[config.mk]
export PLATFORM = sky130hd
export DESIGN_NAME = segway_ride_seq
export DESIGN_NICKNAME = d
export VERILOG_FILES = /design/src/rtl/seg_pkg.sv /design/src/rtl/ld_balance_chk.sv /design/src/rtl/segway_ride_seq.sv
export SDC_FILE = /design/constraint.sdc
export NUM_CORES = 1
export LEC_CHECK = 0
export CAP_MARGIN = 15
export CORE_MARGIN = 3
export CORE_UTILIZATION = 53
export CTS_CLUSTER_SIZE = 20
export DETAILED_ROUTE_END_ITERATION = 8
export GPL_ROUTABILITY_DRIVEN = 0
export GPL_TIMING_DRIVEN = 0
export PLACE_DENSITY = 0.83
export SYNTH_ARGS = -nofsm -noshare
export SYNTH_HDL_FRONTEND = slang
export SYNTH_SLANG_ARGS = --single-unit
[constraint.sdc]
create_clock -name clk -period 5.14 [get_ports clk]
set_input_delay 1.028 -clock clk [delete_from_list [all_inputs] [get_ports clk]]
set_output_delay 1.028 -clock clk [all_outputs]
set_load 0.005 [all_outputs]
[src/rtl/seg_pkg.sv]
// Shared types and defaults for the Segway ride sequencer and its load-cell checker.
package seg_pkg;

  typedef enum logic [2:0] {
    OFF   = 3'd0,
    WAIT  = 3'd1,
    SOFT  = 3'd2,
    BAL   = 3'd3,
    STEER = 3'd4
  } ride_state_t;

  localparam logic [11:0] MIN_RIDER_WT_DEF = 12'h200;
  localparam logic [7:0]  WT_HYS_DEF       = 8'h40;

endpackage

[src/rtl/ld_balance_chk.sv]
// Load-cell arithmetic: sum, absolute difference, balance test, and the
// hysteretic rider-present register.
module ld_balance_chk
  import seg_pkg::*;
#(
  parameter logic [11:0] MIN_RIDER_WT = MIN_RIDER_WT_DEF,
  parameter logic [7:0]  WT_HYS       = WT_HYS_DEF
) (
  input  logic        clk,
  input  logic        rst_n,
  input  logic [11:0] lft_ld,
  input  logic [11:0] rght_ld,
  output logic [12:0] sum,
  output logic [11:0] diff,
  output logic        balanced,
  output logic        rider_on
);

  localparam logic [12:0] WT_HI = {1'b0, MIN_RIDER_WT} + {5'b0, WT_HYS};
  localparam logic [12:0] WT_LO = {1'b0, MIN_RIDER_WT} - {5'b0, WT_HYS};

  logic rider_on_q;
  logic rider_on_d;

  always_comb begin
    sum      = {1'b0, lft_ld} + {1'b0, rght_ld};
    diff     = (lft_ld >= rght_ld) ? (lft_ld - rght_ld) : (rght_ld - lft_ld);
    balanced = ({1'b0, diff} <= (sum >> 2));
  end

  // Between the two thresholds the flag keeps its previous value.
  always_comb begin
    rider_on_d = rider_on_q;
    if (sum > WT_HI)
      rider_on_d = 1'b1;
    else if (sum < WT_LO)
      rider_on_d = 1'b0;
  end

  always_ff @(posedge clk) begin
    if (!rst_n)
      rider_on_q <= 1'b0;
    else
      rider_on_q <= rider_on_d;
  end

  assign rider_on = rider_on_q;

endmodule

[src/rtl/segway_ride_seq.sv]
// Ride sequencer: power-up, soft-start ramp, balance settling and steering
// enable for the Segway datapath, plus the sticky over-speed alarm.
module segway_ride_seq
  import seg_pkg::*;
#(
  parameter logic [11:0] MIN_RIDER_WT = MIN_RIDER_WT_DEF,
  parameter logic [7:0]  WT_HYS       = WT_HYS_DEF,
  parameter int unsigned SS_DIV       = 16,
  parameter int unsigned STABLE_W     = 26
) (
  input  logic        clk,
  input  logic        rst_n,
  input  logic        pwr_on,
  input  logic [11:0] lft_ld,
  input  logic [11:0] rght_ld,
  input  logic        too_fast,
  output logic        pwr_up,
  output logic [7:0]  ss_tmr,
  output logic        en_steer,
  output logic        rider_on,
  output logic        alarm
);

  localparam int unsigned PRESC_W = (SS_DIV > 1) ? $clog2(SS_DIV) : 1;
  localparam logic [PRESC_W-1:0]  PRESC_MAX = PRESC_W'(SS_DIV - 1);
  localparam logic [STABLE_W-1:0] STBL_LAST = {{(STABLE_W-1){1'b1}}, 1'b0};

  ride_state_t         state_q, state_d;
  logic [PRESC_W-1:0]  presc_q, presc_d;
  logic [STABLE_W-1:0] stbl_q, stbl_d;
  logic [7:0]          ss_tmr_q, ss_tmr_d;
  logic                pwr_up_q, pwr_up_d;
  logic                en_steer_q, en_steer_d;
  logic                alarm_q, alarm_d;
  logic                balanced;
  logic                rider_on_q;
  logic                entering;
  logic [12:0]         unused_sum;
  logic [11:0]         unused_diff;

  ld_balance_chk #(
    .MIN_RIDER_WT (MIN_RIDER_WT),
    .WT_HYS       (WT_HYS)
  ) u_ld_chk (
    .clk      (clk),
    .rst_n    (rst_n),
    .lft_ld   (lft_ld),
    .rght_ld  (rght_ld),
    .sum      (unused_sum),
    .diff     (unused_diff),
    .balanced (balanced),
    .rider_on (rider_on_q)
  );

  // Next state: local transitions first, then overrides in rising priority.
  always_comb begin
    state_d = state_q;
    case (state_q)
      OFF:     if (pwr_on) state_d = WAIT;
      WAIT:    if (rider_on_q) state_d = SOFT;
      SOFT:    if (ss_tmr_q == 8'hFF) state_d = BAL;
      BAL:     if (balanced && stbl_q == STBL_LAST) state_d = STEER;
      STEER:   if (!balanced) state_d = BAL;
      default: state_d = OFF;
    endcase
    if (state_q == STEER && too_fast)
      state_d = BAL;
    if (!rider_on_q && (state_q == SOFT || state_q == BAL || state_q == STEER))
      state_d = WAIT;
    if (!pwr_on)
      state_d = OFF;
  end

  always_comb begin
    entering = (state_d != state_q);
    presc_d  = '0;
    stbl_d   = '0;
    ss_tmr_d = ss_tmr_q;
    if (!entering) begin
      if (state_q == SOFT) begin
        if (presc_q == PRESC_MAX) begin
          if (ss_tmr_q != 8'hFF)
            ss_tmr_d = ss_tmr_q + 8'd1;
        end else begin
          presc_d = presc_q + PRESC_W'(1);
        end
      end else if (state_q == BAL && balanced) begin
        stbl_d = stbl_q + STABLE_W'(1);
      end
    end
    // A fresh SOFT always ramps from zero; there is no partial-ramp resume.
    case (state_d)
      OFF, WAIT: ss_tmr_d = 8'h00;
      SOFT:      if (entering) ss_tmr_d = 8'h00;
      default:   ss_tmr_d = 8'hFF;
    endcase

    pwr_up_d   = (state_d != OFF);
    en_steer_d = (state_d == STEER);

    alarm_d = alarm_q;
    if (too_fast && pwr_up_q)
      alarm_d = 1'b1;
    if (entering && (state_d == OFF || state_d == WAIT))
      alarm_d = 1'b0;
  end

  always_ff @(posedge clk) begin
    if (!rst_n) begin
      state_q    <= OFF;
      presc_q    <= '0;
      stbl_q     <= '0;
      ss_tmr_q   <= '0;
      pwr_up_q   <= 1'b0;
      en_steer_q <= 1'b0;
      alarm_q    <= 1'b0;
    end else begin
      state_q    <= state_d;
      presc_q    <= presc_d;
      stbl_q     <= stbl_d;
      ss_tmr_q   <= ss_tmr_d;
      pwr_up_q   <= pwr_up_d;
      en_steer_q <= en_steer_d;
      alarm_q    <= alarm_d;
    end
  end

  assign pwr_up   = pwr_up_q;
  assign ss_tmr   = ss_tmr_q;
  assign en_steer = en_steer_q;
  assign rider_on = rider_on_q;
  assign alarm    = alarm_q;

endmodule

==> impl_metrics.tcl, run 1 <==
set metrics [dict create \
    outcome "finished, violations left" \
    violations "setup timing" \
    postSynthAreaPerCell_um2 7.90 \
    cp-start-kind "input port" \
    grt_pass1_wl_mm 18.4 \
    fin_area_um2 5520 \
    async_flop_share 0 \
    hpwl_mm 7.60 \
    synthesis.nets 597 \
    drive_gt1_frac 0.277 \
    cts.sinks 45 \
    dieWidth_um 93.7 \
    max_freq_mhz 187 \
    synth_cells 516 \
    synth.distinct_cells 59 \
    grt_pass1_vias 4015 \
    grt_max_degree 15 \
    insertion_delay_ps 300 \
    ys_ff_latch 45 \
    hold_buffers 0 \
    clk_path_buf_depth 2 \
    ir_worst_vdd_mv 0.146 \
    core_area_um2 7370 \
    drtIter0Drc 343 \
    placed_cell_area_um2 4720 \
    post-place-cells 654 \
    viasPerCell 6.02 \
    drv_slew 0 \
    dr.pass1.iters 5 \
    rrSetupSlack_ps 2360 \
    fin_cells 692 \
    end_kind "register" \
    cp.arrival_ps 5590 \
    grt_overflow 0 \
    yosysSeqAreaShare 0.221 \
    synth_area_um2 4080 \
    total_power_mw 1.17 \
    yosysWarnings 0 \
    cts-root-buf "clkbuf_8" \
    antenna_found_initial 0 \
    min-delay-path-class "reg2reg" \
    cts_made_buffers 5 \
    num_vias 4166 \
    rows 31 \
    num_antenna_cells 0 \
    ctsHtreeMaxLevel 2 \
    dieArea_um2 8780 \
    cts_tree "done" \
    area_growth_syn_to_layout_pct 35.4 \
    die_h_um 93.7 \
    port_buffers 39 \
    period_needed_ps 5350 \
    setup_viol 38 \
    fin_crit_sh 1.04 \
    clk_pin_slew_ps 80 \
    io_pins 40 \
    gr-usage-all-layers 0.256 \
    pre_cts_ws_ps -1230 \
    start_util 0.553 \
    clock-skew-final_ps 5.58 \
    layout_setup_ws_ps -210 \
    drcViolationCount 0 \
    drt-wirelength-per-cell_um 16.6 \
    synth_edf_count 0 \
    synth_ff_type "dfxtp_1" \
    power_density_nw_per_um2 213 \
    ant_nets 0 \
    leakagePower_nw 2.14 \
    rsz0062_at_grt "true" \
    timing.setup.critical_path_class "in2reg" \
    max_slew_margin 0.385 \
    maxCapViolCount 0 \
    drt_wl_total_mm 11.5 \
    tightestPinTransition_ps 916 \
    nNetsFinal 673 \
    required_ps 5380 \
    crit_path_max_fanout 8 \
    hold_violations 0 \
]
[layout by cell type, fill, tap and decap left out, types with 13 or more instances in the layout]
cell type,n
buf_4,34
nand2_1,29
dfxtp_1,45
clkdlybuf4s50_1,17
a21oi_1,29
ha_4,13
nand3_1,22
inv_1,29
nor3_1,15
ha_1,35
xor2_1,22
nor2_1,43
xnor2_1,23
[layer usage]
| metal | track usage | share of wire |
|---|---|---|
| met3 | 0.0465 | 0.072 |
| met1 | 0.326 | 0.41 |
| met5 | 0 | 0 |
| met4 | 0.0806 | 0.019 |
| met2 | 0.436 | 0.50 |
[what timing repair did]
action | CTS | global route
cloned | 3 | 0
pin swaps | 46 | 32
resized for setup | 158 | 56
hold endpoints to repair | 0 | 0
buffers inserted | 23 | 8
setup endpoints to repair | 41 | 40
[cell families (layout without fill, tap and decap cells)]
group                      count (synthesis)  in the layout  synth area share
xor gates and xnor gates                  47             47             0.101
AOI/OAI and AO/OA                        105            105             0.175
muxes                                     10             10            0.0282
and+or+nand+nor                          199            199             0.247
adders and majority gates                 53             53             0.168
DFF                                       45             45             0.221
buffers and inverters                     57            134            0.0595
[worst max-delay path, stage by stage]
cell and delay, ps:
buf_4 130, ha_4 270, and3_4 190, nand4_1 140, a21o_1 230, a31oi_4 250, buf_6 160, buf_4 120
mux2_2 360, o21ai_1 190, o221ai_2 150, xnor2_2 150, ha_1 300, nand3_1 120, nor2_2 60, o31a_1 120
buf_4 150, o31ai_4 280, nand3b_1 180, mux2i_4 260, o21ba_4 190, o2111ai_4 150, buf_12 190, buf_8 130
nor2_2 70
[report_power, final]
part           internal (mW)  switching (mW)  leakage (nW)
Sequential             0.352         0.00463         0.363
Combinational          0.258           0.289          1.72
Clock                  0.146           0.124        0.0554
[cell usage after synthesis (6+ instances only)]
cell	number	area (µm²)
nor2_1	64	240
ha_1	50	626
dfxtp_1	45	901
inv_1	40	150
a21oi_1	32	160
nand2_1	30	113
xnor2_1	25	219
nand3_1	22	110
xor2_1	22	193
nor3_1	18	90.1
o21ai_0	16	80.1
nand4_1	12	75.1
nor2b_1	11	68.8
and3_1	9	56.3
buf_2	8	40.0
a21o_1	6	45.0
and4_1	6	52.6
[final cells by class]
cell class / instances / area (µm²)
inverters: 40 / 170
multi-input cells: 414 / 3460
clock buffers: 6 / 72.6
well taps: 99 / 124
plain buffers: 13 / 120
flip-flops and latches: 45 / 901
repair buffers: 73 / 633
clock inverters: 2 / 38.8
fillers: 486 / 1850
[state kept, by name, summed over array words and instances, names as in the netlist]
signal,count
u_ld_chk.rider_on,1
pwr_up,1
state_q,3
en_steer,1
presc_q,4
ss_tmr,8
stbl_q,26
alarm,1
[per-stage QoR]
| step | util | hold WS, ps | TNS (ps) |
|---|---|---|---|
| finish | 0.749 | 480 | -6010 |
| global route | 0.749 | 511 | -13250 |
| CTS | 0.713 | 479 | -3190 |
| floorplan | - | 432 | -874 |
| global placement | 0.641 | 444 | -40990 |
| detailed placement | 0.641 | 468 | -46000 |
[final timing paths]
| path | from | to | depth (start not counted) |
|---|---|---|---|
| max | rght_ld[7] | stbl_q[1]$_SDFF_PP0_ | 25 |
| min | presc_q[0]$_SDFF_PP0_ | presc_q[0]$_SDFF_PP0_ | 1 |
| max reg2reg | ss_tmr[0]$_SDFFE_PN0P_ | stbl_q[16]$_SDFF_PP0_ | 10 |
| min reg2reg | presc_q[0]$_SDFF_PP0_ | presc_q[0]$_SDFF_PP0_ | 1 |
(Power assumes the default switching activity.)
==> run 2: changes to the inputs <==
--- a/config.mk
+++ b/config.mk
@@ -6,6 +6,7 @@
 export NUM_CORES = 1
 export LEC_CHECK = 0
 export CAP_MARGIN = 15
+export CORE_ASPECT_RATIO = 0.6
 export CORE_MARGIN = 3
 export CORE_UTILIZATION = 53
 export CTS_CLUSTER_SIZE = 20
==> impl_metrics.tcl, run 2 (synthesis gave the netlist of run 1 again) <==
set metrics [dict create \
    outcome "finished, violations left" \
    violations "setup timing" \
    insertion_delay_ps 300 \
    clock-skew-final_ps 7.89 \
    num_antenna_cells 0 \
    grt_max_degree 15 \
    finalSetupTns_ps -10590 \
    die_h_um 73.9 \
    rows 24 \
    layout_common_cells "nor2_1 (46), dfxtp_1 (45), buf_4 (39)" \
    cp.arrival_ps 5660 \
    slowest_delay_ps 390 \
    p_sw_uw 470 \
    dr.pass1.iters 5 \
    timing.setup.critical_path_class "in2reg" \
    timing.rr.start "state_q[0]$_SDFF_PN0_" \
    largest_reg_flops 26 \
    post-place-cells 659 \
    hold_buffers 0 \
    swShare 0.362 \
    clockPowerShare 0.259 \
    max_freq_mhz 182 \
    grt_pass1_wl_mm 19.8 \
    hold_end "presc_q[0]$_SDFF_PP0_" \
    viasPerCell 6.33 \
    end_kind "register" \
    cts_made_buffers 5 \
    antenna_found_initial 0 \
    cts_tree "done" \
    grt.met3_usage 0.0707 \
    whs_path_depth 1 \
    grt_pass1_vias 4081 \
    cp-start-kind "input port" \
    drcViolationCount 0 \
    max_slew_margin 0.362 \
    leakagePower_nw 2.20 \
    dieArea_um2 8810 \
    cts.sinks 45 \
    dieWidth_um 119 \
    fin_area_um2 5640 \
    fin_crit_sh 1.07 \
    internal_power_uw 830 \
    ctsHtreeMaxLevel 2 \
    drt-wirelength-per-cell_um 18.7 \
    layout_setup_ws_ps -341 \
    met2_usage 0.460 \
    grt_overflow 0 \
    ant_nets 0 \
    required_ps 5320 \
    layout_commonest_cell "nor2_1" \
    drive_gt1_frac 0.294 \
    core_area_um2 7360 \
    hp-start "presc_q[0]$_SDFF_PP0_" \
    area_growth_syn_to_layout_pct 38.4 \
    period_needed_ps 5480 \
    rr_endpoint "stbl_q[10]$_SDFF_PP0_" \
    clk_path_buf_depth 2 \
    hpwl_mm 8.39 \
    clk_pin_slew_ps 70 \
    crit_path_max_fanout 5 \
    gr-usage-all-layers 0.277 \
    p_seq_frac 0.275 \
    cp_slowest_cell "or3_4" \
    placed_cell_area_um2 4730 \
    whs_ps 496 \
    drv_slew 0 \
    ir_worst_vdd_mv 0.118 \
    reg2reg_depth 9 \
    power_density_nw_per_um2 230 \
    regArea_um2 901 \
    multiInputGateArea_um2 3470 \
    rrSetupSlack_ps 2280 \
    maxCapViolCount 0 \
    io_pins 40 \
    min-delay-path-class "reg2reg" \
    drt_wl_total_mm 13.2 \
    p_comb_frac 0.466 \
    final_util 0.767 \
    port_buffers 39 \
    rsz0062_at_grt "true" \
    hold_violations 0 \
    busiest_layer "met2" \
    total_power_mw 1.30 \
    fin_cells 706 \
    pre_cts_ws_ps -1360 \
    largest-register "stbl_q" \
    fillerInstances 499 \
    nNetsFinal 682 \
    setup_viol 39 \
    cts-root-buf "clkbuf_16" \
    grt_util_met1 0.370 \
    start_util 0.554 \
    drtIter0Drc 584 \
    num_vias 4468 \
    tightestPinTransition_ps 951 \
]
-- run 2: changes by cell type in the layout (fill, tap and decap cells not counted), moves of 3 or more --
cell	before	now
clkbuf_8	5	1
nor2_1	43	46
o21ai_1	8	5
clkbuf_16	0	5
nor2_4	12	2
nor2_2	9	16
buf_6	12	16
buf_4	34	39
-- run 2: critical path, delay by kind of cell --
family                     cells  cell delay (ps)
AOI/OAI and AO/OA              9             1660
xor gates and xnor gates       1              150
adders and majority gates      2              510
buffers and inverters          6              900
muxes                          2              510
and+or+nand+nor                5              910
-- run 2: how the worst max path moves through the flow --
stage / start / endpoint / slack [ps] / cells past startpoint
2_1_floorplan: lft_ld[8] / stbl_q[0]$_SDFF_PP0_ / -50 / 23
3_3_place_gp: lft_ld[8] / stbl_q[0]$_SDFF_PP0_ / -1150 / 25
3_5_place_dp: lft_ld[9] / stbl_q[0]$_SDFF_PP0_ / -1360 / 25
4_1_cts: lft_ld[0] / stbl_q[9]$_SDFF_PP0_ / -150 / 24
5_1_grt: rght_ld[4] / stbl_q[24]$_SDFF_PP0_ / -440 / 24
6_report: rght_ld[4] / stbl_q[14]$_SDFF_PP0_ / -340 / 25
-- run 2: area by class of cell --
| type | instances | area share |
|---|---|---|
| clock inverter | 2 | 0.00244 |
| buffer | 12 | 0.0171 |
| clock buffer | 6 | 0.0246 |
| tap | 104 | 0.0231 |
| sequential | 45 | 0.160 |
| multi-input combinational | 415 | 0.615 |
| inverter | 40 | 0.0306 |
| timing repair buffer | 82 | 0.127 |
-- run 2: layer usage --
layer | wire length (µm) | share of wire
met1 | 5610 | 0.42
met2 | 5800 | 0.44
met3 | 1440 | 0.11
met4 | 372 | 0.028
met5 | 0 | 0
-- run 2: what timing repair did --
| action | CTS | global route |
|---|---|---|
| setup endpoints to repair | 43 | 41 |
| buffers inserted | 27 | 13 |
| cloned | 4 | 0 |
| pin swaps | 49 | 27 |
| gates resized for setup | 172 | 41 |
-- run 2: power groups by stage --
stage | logic (mW) | clock network (mW) | registers (mW)
after global placement | 0.406 | 0 | 0.364
after global routing | 0.638 | 0.354 | 0.357
after floorplan | 0.308 | 0 | 0.363
after CTS | 0.510 | 0.336 | 0.356
final | 0.607 | 0.337 | 0.357
after detailed placement | 0.424 | 0 | 0.364
==> run 3: changes to the inputs <==
--- a/config.mk
+++ b/config.mk
@@ -14,6 +14,7 @@
 export GPL_ROUTABILITY_DRIVEN = 0
 export GPL_TIMING_DRIVEN = 0
 export PLACE_DENSITY = 0.83
+export SETUP_SLACK_MARGIN = 0.15
 export SYNTH_ARGS = -nofsm -noshare
 export SYNTH_HDL_FRONTEND = slang
 export SYNTH_SLANG_ARGS = --single-unit
==> impl_metrics.tcl, run 3 (synthesis gave the netlist of run 1 again) <==
set metrics [dict create \
    multiInputGateArea_um2 3380 \
    cp.arrival_ps 5650 \
    grt_pass1_vias 4064 \
    slowest_delay_ps 400 \
    hold_buffers 0 \
    largest-register "stbl_q" \
    insertion_delay_ps 290 \
    rsz0062_at_grt "true" \
    regArea_um2 901 \
    min-delay-path-class "reg2reg" \
    leakagePower_nw 2.22 \
    core_area_um2 7360 \
    port_buffers 39 \
    p_comb_frac 0.453 \
    clockPowerShare 0.280 \
    period_needed_ps 5460 \
    die_h_um 73.9 \
    p_seq_frac 0.267 \
    dieArea_um2 8810 \
    rrSetupSlack_ps 2080 \
    p_sw_uw 468 \
    fin_crit_sh 1.06 \
    area_growth_syn_to_layout_pct 38.3 \
    crit_path_max_fanout 6 \
    cp_slowest_cell "o2111ai_4" \
    layout_setup_ws_ps -319 \
    rows 24 \
    ir_worst_vdd_mv 0.145 \
    drt_wl_total_mm 12.9 \
    max_freq_mhz 183 \
    clk_pin_slew_ps 60 \
    violations "setup timing" \
    max_slew_margin 0.375 \
    clk_path_buf_depth 2 \
    setup_viol 38 \
    drive_gt1_frac 0.271 \
    pre_cts_ws_ps -1310 \
    final_util 0.766 \
    internal_power_uw 867 \
    num_antenna_cells 0 \
    cts_tree "done" \
    power_density_nw_per_um2 237 \
    layout_commonest_cell "nor2_1" \
    cts_made_buffers 5 \
    cts.sinks 45 \
    ctsHtreeMaxLevel 2 \
    drv_slew 0 \
    grt_max_degree 16 \
    clock-skew-final_ps 4.67 \
    end_kind "register" \
    largest_reg_flops 26 \
    timing.setup.critical_path_class "in2reg" \
    swShare 0.350 \
    nNetsFinal 686 \
    dieWidth_um 119 \
    drt-wirelength-per-cell_um 18.1 \
    viasPerCell 6.27 \
    outcome "finished, violations left" \
    tightestPinTransition_ps 931 \
    cts-root-buf "clkbuf_16" \
    whs_ps 461 \
    ant_nets 0 \
    hpwl_mm 8.15 \
    start_util 0.554 \
    grt_overflow 0 \
    finalSetupTns_ps -9190 \
    num_vias 4451 \
    io_pins 40 \
    grt_pass1_wl_mm 20.0 \
    maxCapViolCount 0 \
    cp-start-kind "input port" \
    drcViolationCount 0 \
    dr.pass1.iters 6 \
    hold_violations 0 \
    drtIter0Drc 595 \
    fillerInstances 490 \
    antenna_found_initial 0 \
    gr-usage-all-layers 0.278 \
    required_ps 5330 \
    layout_common_cells "nor2_1 (55), dfxtp_1 (45), ha_1 (38)" \
]
==> run 3: cell count changes in the layout (fill, tap and decap cells not counted), sizes merged <==
cell / delta
dlymetal6s2s: +1
clkdlybuf4s15: +4
bufinv: +1
clkinv: -1
clkbuf: +2
clkdlybuf4s50: -1
buf: -3
clkinvlp: +1
==> run 3: path summary, 6_finish.rpt <==
check | startpoint | endpoint | cells past startpoint
worst min-delay path | presc_q[0]$_SDFF_PP0_ | presc_q[0]$_SDFF_PP0_ | 1
worst max-delay path | lft_ld[8] | stbl_q[25]$_SDFF_PP0_ | 26
worst max register to register | ss_tmr[1]$_SDFFE_PN0P_ | stbl_q[25]$_SDFF_PP0_ | 9
worst min register to register | presc_q[0]$_SDFF_PP0_ | presc_q[0]$_SDFF_PP0_ | 1
==> run 3: layout make-up <==
type                       count  area share
multi-input combinational    415       0.600
inverter                      40      0.0306
tap                          104      0.0231
clock buffer                   5      0.0222
clock inverter                 3     0.00821
timing repair buffer          81       0.128
sequential                    45       0.160
buffer                        17      0.0286
==> run 3: metrics by stage <==
stage	instances	area, µm²	power [mW]
2_1_floorplan	516	4210	0.671
3_3_place_gp	659	4730	0.770
3_5_place_dp	659	4730	0.785
4_1_cts	703	5510	1.27
5_1_grt	710	5640	1.39
6_report	710	5640	1.34
==> run 3: worst max-delay path, delay by kind of cell <==
family	cells	cell delay, ps
buffers and inverters	6	700
xor gates and xnor gates	1	120
and+or+nand+nor	8	830
AOI/OAI and AO/OA	7	1700
adders and majority gates	2	580
muxes	2	670
==> run 3: power groups by stage <==
stage          logic [mW]  clock network (mW)  registers [mW]
3_5_place_dp        0.421                   0           0.364
3_3_place_gp        0.406                   0           0.364
4_1_cts             0.535               0.375           0.356
5_1_grt             0.644               0.389           0.357
6_report            0.605               0.374           0.357
2_1_floorplan       0.308                   0           0.363
==> run 3: what timing repair did <==
| item | in CTS | in global routing |
|---|---|---|
| pin swaps | 44 | 24 |
| setup endpoints to repair | 43 | 41 |
| buffers inserted | 32 | 7 |
| gates resized for setup | 160 | 34 |
| gates cloned | 4 | 0 |
==> run 3: metal layers <==
layer,vias to the layer above,global-route usage,share of wire
met2,288,0.443,0.43
met1,2083,0.398,0.43
met4,0,0.0616,0.031
li1,2008,-,-
met3,72,0.0524,0.10
met5,-,0,0
